## src/rtl/cond_route_sink.sv

```systemverilog
// Conditional route/sink: a control token steers a data token to one of M outputs
// or discards it, using 4-phase handshakes on every channel.
module cond_route_sink #(
    parameter int N     = 32,
    parameter int M     = 2,
    parameter int CNT_W = 16,
    localparam int S    = $clog2(M + 1)
) (
    input  logic             clk,
    input  logic             rst,
    input  logic             r_i,
    output logic             a_i,
    input  logic [N-1:0]     d_i,
    input  logic             r_c,
    output logic             a_c,
    input  logic [S-1:0]     sel_c,
    output logic [M-1:0]     r_o,
    input  logic [M-1:0]     a_o,
    output logic [N-1:0]     d_o,
    input  logic             cnt_clr,
    output logic [CNT_W-1:0] drop_cnt,
    output logic             err
);

    typedef enum logic [1:0] {IDLE, FWD, RTZ} state_e;

    state_e             state_q, state_d;
    logic [M-1:0]       ro_q, ro_d;
    logic [M-1:0]       mask_q, mask_d;
    logic               ack_q, ack_d;
    logic [N-1:0]       dout_q, dout_d;
    logic [CNT_W-1:0]   cnt_q, cnt_d;
    logic               err_q, err_d;
    logic [M-1:0]       selOneHot;
    logic               aoHit;
    logic               dropHit;
    logic               badSel;

    // mask_q remembers the chosen output (all-zero for a discarded token),
    // so a_o[sel] is always read through it and never with an out-of-range index.
    always_comb begin
        selOneHot = '0;
        for (int i = 0; i < M; i++) begin
            selOneHot[i] = (sel_c == S'(i));
        end
    end

    assign aoHit = |(a_o & mask_q);

    always_comb begin
        state_d = state_q;
        ro_d    = ro_q;
        mask_d  = mask_q;
        ack_d   = ack_q;
        dout_d  = dout_q;
        dropHit = 1'b0;
        badSel  = 1'b0;
        case (state_q)
            IDLE: begin
                if (r_i && r_c) begin
                    dout_d = d_i;
                    mask_d = selOneHot;
                    if (sel_c < S'(M)) begin
                        ro_d    = selOneHot;
                        state_d = FWD;
                    end else begin
                        ack_d   = 1'b1;
                        dropHit = 1'b1;
                        badSel  = (sel_c > S'(M));
                        state_d = RTZ;
                    end
                end
            end
            FWD: begin
                if (aoHit) begin
                    ro_d    = '0;
                    ack_d   = 1'b1;
                    state_d = RTZ;
                end
            end
            RTZ: begin
                if (!r_i && !r_c && !aoHit) begin
                    ack_d   = 1'b0;
                    state_d = IDLE;
                end
            end
            default: begin
                ro_d    = '0;
                ack_d   = 1'b0;
                state_d = IDLE;
            end
        endcase
    end

    // A clear in the same cycle as a drop takes priority over the increment.
    always_comb begin
        cnt_d = cnt_q;
        err_d = err_q;
        if (cnt_clr) begin
            cnt_d = '0;
            err_d = 1'b0;
        end else begin
            if (dropHit && (cnt_q != '1)) begin
                cnt_d = cnt_q + 1'b1;
            end
            err_d = err_q | badSel;
        end
    end

    always_ff @(posedge clk or negedge rst) begin
        if (!rst) begin
            state_q <= IDLE;
            ro_q    <= '0;
            mask_q  <= '0;
            ack_q   <= 1'b0;
            dout_q  <= '0;
            cnt_q   <= '0;
            err_q   <= 1'b0;
        end else begin
            state_q <= state_d;
            ro_q    <= ro_d;
            mask_q  <= mask_d;
            ack_q   <= ack_d;
            dout_q  <= dout_d;
            cnt_q   <= cnt_d;
            err_q   <= err_d;
        end
    end

    assign a_i      = ack_q;
    assign a_c      = ack_q;
    assign r_o      = ro_q;
    assign d_o      = dout_q;
    assign drop_cnt = cnt_q;
    assign err      = err_q;

endmodule
```

## config.mk

```make
export PLATFORM = sky130hd
export DESIGN_NAME = cond_route_sink
export DESIGN_NICKNAME = d
export VERILOG_FILES = /design/src/rtl/cond_route_sink.sv
export SDC_FILE = /design/constraint.sdc
export NUM_CORES = 1
export LEC_CHECK = 0
export CAP_MARGIN = 20
export CORE_MARGIN = 3
export CORE_UTILIZATION = 47
export DETAILED_ROUTE_END_ITERATION = 16
export PLACE_DENSITY = 0.92
export SKIP_CTS_REPAIR_TIMING = 1
export SLEW_MARGIN = 20
export SYNTH_ARGS = -nofsm -noshare
export SYNTH_HDL_FRONTEND = slang
export SYNTH_SLANG_ARGS = --single-unit
```

## constraint.sdc

```tcl
create_clock -name clk -period 3.2 [get_ports clk]
set_input_delay 0.64 -clock clk [delete_from_list [all_inputs] [get_ports clk]]
set_output_delay 0.64 -clock clk [all_outputs]
set_load 0.005 [all_outputs]
```

==> impl_metrics.toml <==
[run_status]
result_of_the_run = "complete, no violations"

[global_routing]
grt_pass1_wl_mm = 10.1
global_route.overflow_total = 0
grt.total_usage = 0.205
grt_start_max_net_pins = 42
grt_pass1_vias = 2118
grt_antenna_before_repair = 0

[synthesis]
ys_top_cells_by_area = "sky130_fd_sc_hd__dfrtp_1 (56%), sky130_fd_sc_hd__nand2_1 (16%), sky130_fd_sc_hd__a21oi_1 (2.4%)"
synth_edf_count = 0
ys_seq_elements = 56
synth_async_sr_flop_share = 1.00
yosys_most_used_dff = "sky130_fd_sc_hd__dfrtp_1"
synth_seq_area_share = 0.563
commonest_cells_in_the_netlist = "sky130_fd_sc_hd__nand2_1 (105), sky130_fd_sc_hd__dfrtp_1 (56), sky130_fd_sc_hd__a21oi_1 (12), sky130_fd_sc_hd__nor2_1 (12), sky130_fd_sc_hd__clkbuf_1 (7)"
synth_top_cell_area_share = 0.563
syn-instance-count = 273
synthesis.yosys.warnings = 0
syn_area_sq_um = 2490
synth_largest_area_cell = "sky130_fd_sc_hd__dfrtp_1"
netlist_cell_types = 35
post-synth-top-count-cell = "sky130_fd_sc_hd__nand2_1"
syn_area_per_cell_sq_um = 9.13
synth_fp_nets = 315

[critical_path]
critPathRequiredTime_ns = 3.40
ff2ff_setup_slack_ns = 1.06
path_max_fanout = 6
critPathCaptureType = "flop"
reg_to_reg_critical_path_endpoint = "drop_cnt[6]"
arrival_ns = 2.67
timing.reg2reg.worst_path_depth = 6
path_type_of_the_worst_setup_path = "in2reg"
startpoint_type = "input port"
worstReg2RegStart = "drop_cnt[0]"

[clock_network]
numClockSinks = 56
cts_buffer_depth = 2
total_clock_buffers_created_by_cts = 5
cts_htree_levels = 2
worst_setup_hold_path_clk_slew_ns = 0.10
clock_tree.root_cell = "sky130_fd_sc_hd__clkbuf_8"
clock_tree_from_tritoncts = "built"
clock_insertion_delay_worst_skew_ns = 0.30

[timing]
timing.final.crit_period_ns = 2.48
period_share = 0.775
post-route-worst-setup-slack_ns = 0.721
tightestPinTransition_ns = 0.737
grt_setup_unrepaired = "false"
number_of_endpoints_failing_setup_at_the_final_stage = 0
timing.max_slew.rel_slack = 0.507
post_route_setup_tns_ns = 0
maxSlewViolCount = 0
hold_viol_final = 0
max_clk_rate_mhz = 403
timing.clock.skew_ns = 0.00652

[min_path]
hold_path.class = "in2async"

[layout]
post_route_cells_drive_above_1_share = 0.0685
antenna_cells_inserted = 0
area_delta_synth_final_pct = 43.5
design_area_sq_um = 3580
nNetsFinal = 406

[routing]
final_antenna_net_count = 0
route.detailed.drc = 0
detail_route.first_pass.iterations = 4
wirelength_mm = 6.21
drt-initial-drc-count = 210
count_of_vias_placed_by_the_detailed_router = 2256
drt-wirelength-per-cell_um = 14.4
post_dr_vias_cell = 5.22

[power]
power.static_leakage_nw = 1.59
peakVddDrop_uv = 442
power-per-cell-area_nw_per_um2 = 652
power.total_mw = 2.33

[floorplanning]
placementRows = 25
core_region_area_sq_um = 4910
io-pin-count = 94
vertical_die_dimension_um = 78.8
die_area_sq_um = 6210
initial_utilization = 0.507
floorplan.die.width_um = 78.8

[placed_design]
gpl.final_weighted_congestion = 0.834
postPlaceCellArea_sq_um = 3480
place.detailed.hpwl_mm = 4.56
preCtsSetupSlack_ns = 0.430
port_buffers = 93

[run]
max_cap_viols = 0
[through the flow]
stage | util | hold WS, ns | std cells
floorplan | - | 0.344 | 273
global placement | 0.710 | 0.457 | 424
detailed placement | 0.710 | 0.461 | 424
CTS | 0.728 | 0.225 | 432
global route | 0.728 | 0.231 | 432
finish | 0.728 | 0.223 | 432
[registers in the layout, summed over array words and instances, names as in the netlist]
name and flops:
d_o 32, drop_cnt 16, mask_q 2, r_o 2, state_q 2, a_c 1, err 1
[critical path: stages]
cell and delay [ns]:
sky130_fd_sc_hd__clkdlybuf4s50_1 0.57, sky130_fd_sc_hd__nand4bb_1 0.22, sky130_fd_sc_hd__or4_4 0.63, sky130_fd_sc_hd__nor4_2 0.25, sky130_fd_sc_hd__mux2_2 0.37
[cell type report]
class / instances / area, sq um
sequential: 56 / 1400
fill: 384 / 1340
multi-input combinational: 200 / 1020
timing repair buffer: 98 / 963
tap: 67 / 83.8
clock buffer: 5 / 68.8
clock inverter: 3 / 22.5
inverter: 3 / 11.3
[per-layer routing]
layer  vias to the layer above  share of wire  global-route usage
met5                         -              0                   0
met4                         0          0.017              0.0717
met3                         8          0.062              0.0408
met2                        77           0.49               0.331
met1                      1060           0.43               0.277
li1                       1111              -                   -
[how the worst max path moves through the flow]
stage	slack [ns]	endpoint	startpoint
after floorplan	1.17	drop_cnt[13]	r_i
after global placement	0.48	drop_cnt[13]	r_i
after detailed placement	0.43	drop_cnt[13]	r_i
after CTS	0.75	drop_cnt[13]	r_i
after global routing	0.69	drop_cnt[13]	r_i
final	0.72	drop_cnt[13]	r_i
[power breakdown]
group	switching, mW	internal (mW)	leakage, nW
clock network	0.231	0.157	0.0485
registers	0.141	0.935	0.724
logic	0.336	0.530	0.822
[logic make-up after synthesis]
group | Yosys count | share of synthesized area
multiplexers | 5 | 0.0226
AND/OR/NAND/NOR | 159 | 0.292
flip-flops | 56 | 0.563
AO/OA/AOI/OAI | 35 | 0.0889
buffers and inverters | 17 | 0.0286
adder cells (fa/ha/maj) | 1 | 0.00502
[cell usage in the layout, fill, tap and decap left out, drive strengths merged, types with 2 or more instances in the layout]
cell           synthesis  layout
inv                    3       4
buf                    7       6
a21boi                 2       2
nor4                   5       5
or3                    5       5
nor3                   5       5
o21ai                  5       5
a22oi                  2       2
clkbuf                 7       5
dfrtp                 56      56
a21oi                 12      12
nand3                  6       6
clkinv                 0       2
mux2                   5       5
nand4                  4       4
or4                    7       7
nand2b                 2       2
nor2b                  4       4
a31oi                  2       2
a21o                   2       2
o31ai                  5       5
nor2                  12      12
nand2                105     105
a22o                   2       2
clkdlybuf4s50          0      92
(Power assumes the default switching activity.)
==> RTL change 1, RTL diff (config.mk and constraints unchanged) <==
The parameter `M` goes from 2 to 8.
--- a/src/rtl/cond_route_sink.sv
+++ b/src/rtl/cond_route_sink.sv
@@ -3,5 +3,5 @@
 module cond_route_sink #(
     parameter int N     = 32,
-    parameter int M     = 2,
+    parameter int M     = 8,
     parameter int CNT_W = 16,
     localparam int S    = $clog2(M + 1)
Interface: changed (resized a_o, r_o and sel_c); port bits go from 94 to 108. No check against the original RTL was run, so the function may have changed too.
==> RTL change 1 against the original RTL <==
- clock skew is 0.0021 ns higher
- final cell count up 15%
- maximum frequency rose by 6.6%
- sequential cell count increased by 12
- power rose by 27%
- synthesized area grew 23%
- first-iteration DRC count down 17%
- final area grew 22%
- combinational power increased by 12%
- wire length up 27%
- worst setup slack better by 0.15 ns
- critical endpoint is now mask_q[3]
==> RTL change 1: results (changes against the original RTL) <==
Parameter                              Value

Run status
  Status ... finished, final reports clean

Placed design
  Number of buffers added on ports ... 107 (+15%)
  Final RePlAce weighted congestion ... 0.795 (-4.7%)
  Pre-CTS setup slack ... 0.564 ns (+0.134 ns)
  Cell Area, Placed ... 0.00414 sq mm (+19%)
  HPWL after DPL ... 5.41 mm (+19%)

Layout
  Count of antenna diodes in the layout ... 0 (unchanged)
  Number of fill cells ... 451 (+17%)
  Number of nets in the layout ... 465 (+15%)
  Share of layout cells above drive strength 1 ... 6.67% (-0.18 points)
  Flip-flop count of the largest register, all copies and words added ... 32 (unchanged)

Global route
  Via count of the first global-routing pass ... 2737 (+29%)
  GRT Residual Overflow ... 0 (unchanged)
  Initial antenna violation count ... 0 (unchanged)
  GRT Overall Usage ... 22.6% (+2.1 points)
  Wire length of the first global-routing pass ... 13.2 mm (+30%)
  Pin count of the biggest net entering global routing ... 69 (+64%)

Synthesis
  Leading register cell type out of synthesis ... sky130_fd_sc_hd__dfrtp_1
  Unique cell type count in the Yosys netlist ... 45 (+29%)
  Ranking of synthesized cells by area ... sky130_fd_sc_hd__dfrtp_1, sky130_fd_sc_hd__nand2_1, sky130_fd_sc_hd__a22o_1, sky130_fd_sc_hd__a21oi_1, sky130_fd_sc_hd__o31ai_1
  Number of warnings reported in the yosys synthesis log ... 0 (unchanged)
  Share of synthesized area occupied by flip-flops and latches ... 55.7% (-0.54 points)
  Fraction of registers with async set/reset ... 100% (unchanged)
  Syn_nets ... 361 (+15%)
  Commonest cells in the synthesized netlist ... sky130_fd_sc_hd__nand2_1, sky130_fd_sc_hd__dfrtp_1, sky130_fd_sc_hd__a21oi_1, sky130_fd_sc_hd__a22o_1

Clock tree
  Clock latency on the worst-skew pair ... 0.35 ns (+0.05 ns)
  Buffer type at the clock tree root ... sky130_fd_sc_hd__clkbuf_8
  CTS clock-pin slew for the worst setup and hold paths ... 0.08 ns (-0.02 ns)
  Total CTS buffers ... 9 (+4)
  Clk buf depth ... 2 (unchanged)
  H-Tree Level Count ... 3 (+1)

Timing
  Total negative setup slack ... 0 ns (unchanged)
  Worst slew pin tran ... 0.853 ns (+0.116 ns)
  Worst-case clock skew ... 0.00859 ns (+0.00207 ns)

Power
  Peak ir drop on the vdd network ... 460 uV (+4.1%)
  Leakage power of the design ... 1.95 nW (+22%)
  Net switching fraction of the power ... 30.0% (-0.38 points)

Flow run
  Max-cap violations ... 0 (unchanged)

Routing
  WL/cell ... 16.0 um (+11%)
  Length of the first detailed-routing pass in iterations ... 4 (unchanged)
  Number of DRC violations after detailed-routing iteration 0 ... 175 (-17%)
  Avg Vias per Cell ... 5.58 (+6.8%)

Setup path
  Critical path arrival ... 2.61 ns (-0.06 ns)
  Critical Path Source ... r_c
  Maximum net fanout on the critical path ... 36 (+30)
  Reg-to-Reg Start ... drop_cnt[0]
  Worst r2r path cells ... 5 (-1)

Worst hold path
  Type of the tightest min-delay check ... in -> async
## RTL change 1: changes by cell type in the layout (fill, tap and decap cells not counted), moves of 4 or more
| cell | delta |
|---|---|
| sky130_fd_sc_hd__a22o_1 | +9 |
| sky130_fd_sc_hd__a32o_1 | +4 |
| sky130_fd_sc_hd__and3_1 | +4 |
| sky130_fd_sc_hd__clkbuf_8 | +5 |
| sky130_fd_sc_hd__clkdlybuf4s50_1 | +14 |
| sky130_fd_sc_hd__dfrtp_1 | +12 |
| sky130_fd_sc_hd__mux2_2 | -5 |
| sky130_fd_sc_hd__nor3_1 | -5 |
## RTL change 1: worst max-delay path: stages
cell                              delay [ns]
sky130_fd_sc_hd__clkdlybuf4s50_1        0.54
sky130_fd_sc_hd__and4bb_1               0.27
sky130_fd_sc_hd__buf_4                  0.36
sky130_fd_sc_hd__nand2b_1               0.16
sky130_fd_sc_hd__nor2_1                 0.40
sky130_fd_sc_hd__a32o_1                 0.23
## RTL change 1: metal layers
metal / global-route usage (%) / wire length (um) / vias up / part of all wire [%]
met5: 0 / 0 / - / 0
met4: 11.9 / 192 / 0 / 2.4
met3: 5.04 / 514 / 17 / 6.5
met2: 36.8 / 3910 / 97 / 49
met1: 28.1 / 3290 / 1351 / 42
li1: - / - / 1295 / -
## RTL change 1: power groups by stage
stage          clock [mW]  combinational [mW]  sequential (mW)
6_report            0.713               0.968             1.28
2_1_floorplan           0               0.352             1.27
3_3_place_gp            0               0.941             1.27
5_1_grt             0.767                1.07             1.32
4_1_cts             0.725               0.983             1.28
3_5_place_dp            0               0.976             1.28
## RTL change 1: worst paths after layout
kind,to,slack (ns)
worst max-delay path,mask_q[3],0.88
worst min-delay path,d_o[4],0.47
worst max register to register,drop_cnt[2],0.99
worst min register to register,d_o[28],0.47
max in group asynchronous,d_o[27],2.15
min in group clk,d_o[28],0.47
## RTL change 1: layout make-up
type,instances,area [sq um],area share [%]
Clock inverter,6,63.8,1.47
Tap cell,75,93.8,2.16
Clock buffer,10,138,3.17
Timing Repair Buffer,110,1090,25.1
Inverter,1,3.75,0.0864
Multi-Input combinational cell,225,1260,28.9
Sequential cell,68,1700,39.2
## RTL change 1: cell families after synthesis
group,after synthesis,share of synthesized area [%]
buffers and inverters,18,3.15
muxes,2,0.737
adders and majority gates,1,0.410
AOI/OAI and AO/OA,56,12.7
and+or+nand+nor,166,27.2
DFF,68,55.7
## RTL change 1: per-stage QoR
step / utilization (%) / cells
after floorplan: - / 311
after global placement: 68.0 / 479
after detailed placement: 68.0 / 479
after CTS: 71.3 / 495
after global routing: 71.3 / 495
final: 71.3 / 495
==> RTL change 2, RTL diff (same settings) <==
Without the edit above. Reset style: synchronous (`rst`), changed in one clocked block.
--- a/src/rtl/cond_route_sink.sv
+++ b/src/rtl/cond_route_sink.sv
@@ -108,5 +108,5 @@
     end
 
-    always_ff @(posedge clk or negedge rst) begin
+    always_ff @(posedge clk) begin
         if (!rst) begin
             state_q <= IDLE;
Check against the original RTL: differs if rst is asserted again (counterexample within 4 cycles, from zero or initial values and one cycle with rst low); with rst held inactive, the same outputs for 10 cycles.
==> RTL change 2 against the original RTL <==
- largest cell class unchanged
- sequential cell count unchanged
- worst setup slack improved by 0.18 ns
- synthesized area decreased by 6.9%
- final area decreased by 5.1%
- wire length decreased by 4.0%
- final cell count increased by 0.46%
Power is not compared: it rests on default switching activity, and its combinational part moved more than twofold at a synthesized area within 25%.
==> RTL change 2: results (changes against the original RTL) <==
Parameter                              Value

Setup path
  Reg-to-Reg Start ... drop_cnt[0]
  Maximum net fanout on the critical path ... 11 (+5)
  Critical Path Source ... sel_c[1]
  Critical path arrival ... 2.54 ns (-0.13 ns)
  Capture instance of the worst register-to-register path ... drop_cnt[3]
  Setup slack, reg-to-reg ... 1.37 ns (+0.31 ns)
  Critical path endpoint ... drop_cnt[11]
  Cell with the largest stage delay on the worst path ... sky130_fd_sc_hd__clkdlybuf4s50_1
  Worst stage delay on the critical path ... 0.57 ns (-0.06 ns)

Layout
  Number of nets in the layout ... 410 (+0.99%)
  Number of fill cells ... 340 (-11%)

Synthesis
  Unique cell type count in the Yosys netlist ... 43 (+23%)
  Mux contribution to synthesized area ... 0.863% (-1.4 points)
  Fraction of registers with async set/reset ... 0% (-100 points)
  Share of synthesized area occupied by flip-flops and latches ... 48.4% (-7.9 points)
  Mean instance size in the synthesized netlist ... 8.19 sq um (-10%)
  Post-synthesis share of cell area spent on full adders, half adders and majority gates ... 0.540% (+0.037 points)

Routing
  Met1 wire length ... 2.55 mm (-4.6%)
  Number of DRC violations after detailed-routing iteration 0 ... 131 (-38%)
  Wire length after detailed routing ... 5.96 mm (-4.0%)
  WL/cell ... 13.7 um (-4.5%)

Clock tree
  Clock latency on the worst-skew pair ... 0.32 ns (+0.02 ns)

Run status
  Status ... finished, final reports clean

Worst hold path
  Type of the tightest min-delay check ... reg -> reg

Timing
  Worst-case clock skew ... 0.0126 ns (+0.00608 ns)
  Worst slew pin tran ... 0.567 ns (-0.171 ns)

Global route
  GRT Overall Usage ... 20.4% (-0.17 points)
-- RTL change 2: power by group through the flow --
stage	registers (mW)	clock network, mW	logic [mW]
final	0.737	0.481	0.189
after global routing	0.741	0.517	0.205
after CTS	0.737	0.485	0.190
after detailed placement	0.753	0	0.188
after global placement	0.752	0	0.184
after floorplan	0.753	0	0.0691
-- RTL change 2: worst min-delay path by stage --
stage	end	slack, ns	cells after the start
5_1_grt	d_o[31]	0.48	2
4_1_cts	d_o[0]	0.46	2
3_3_place_gp	d_o[8]	0.44	2
2_1_floorplan	mask_q[1]	0.45	2
6_report	d_o[22]	0.46	2
3_5_place_dp	d_o[0]	0.45	2
-- RTL change 2: final cells by class --
cell class,count,share of cell area [%]
Clock buffer,5,2.03
Clock inverter,3,1.36
Sequential cell,56,33.1
Inverter,2,0.221
Multi-Input combinational cell,207,32.5
Timing Repair Buffer,96,28.5
Tap cell,65,2.40
-- RTL change 2: through the flow --
stage / hold slack, ns / total power, mW
6_report: 0.459 / 1.41
5_1_grt: 0.478 / 1.46
4_1_cts: 0.461 / 1.41
3_5_place_dp: 0.447 / 0.941
3_3_place_gp: 0.440 / 0.936
2_1_floorplan: 0.449 / 0.823
-- RTL change 2: routing by layer --
layer | GRT usage, % | vias to the layer above
met5 | 0 | -
met4 | 5.98 | 0
met3 | 9.10 | 9
met2 | 32.4 | 90
met1 | 24.8 | 1068
li1 | - | 1170
-- RTL change 2: logic make-up (layout without fill, tap and decap cells) --
group	Yosys count	count (layout)
flops	56	56
mux	2	2
simple gates	128	128
compound gates	76	76
buf+inv	20	106
fa+ha+maj	1	1
-- RTL change 2: worst register-to-register path, cell delays in order (launching register included) --
cell and delay, ns:
sky130_fd_sc_hd__dfxtp_1 0.35, sky130_fd_sc_hd__ha_1 0.25, sky130_fd_sc_hd__and4_1 0.27, sky130_fd_sc_hd__and4_4 0.22
sky130_fd_sc_hd__or4_1 0.52, sky130_fd_sc_hd__a21oi_1 0.15
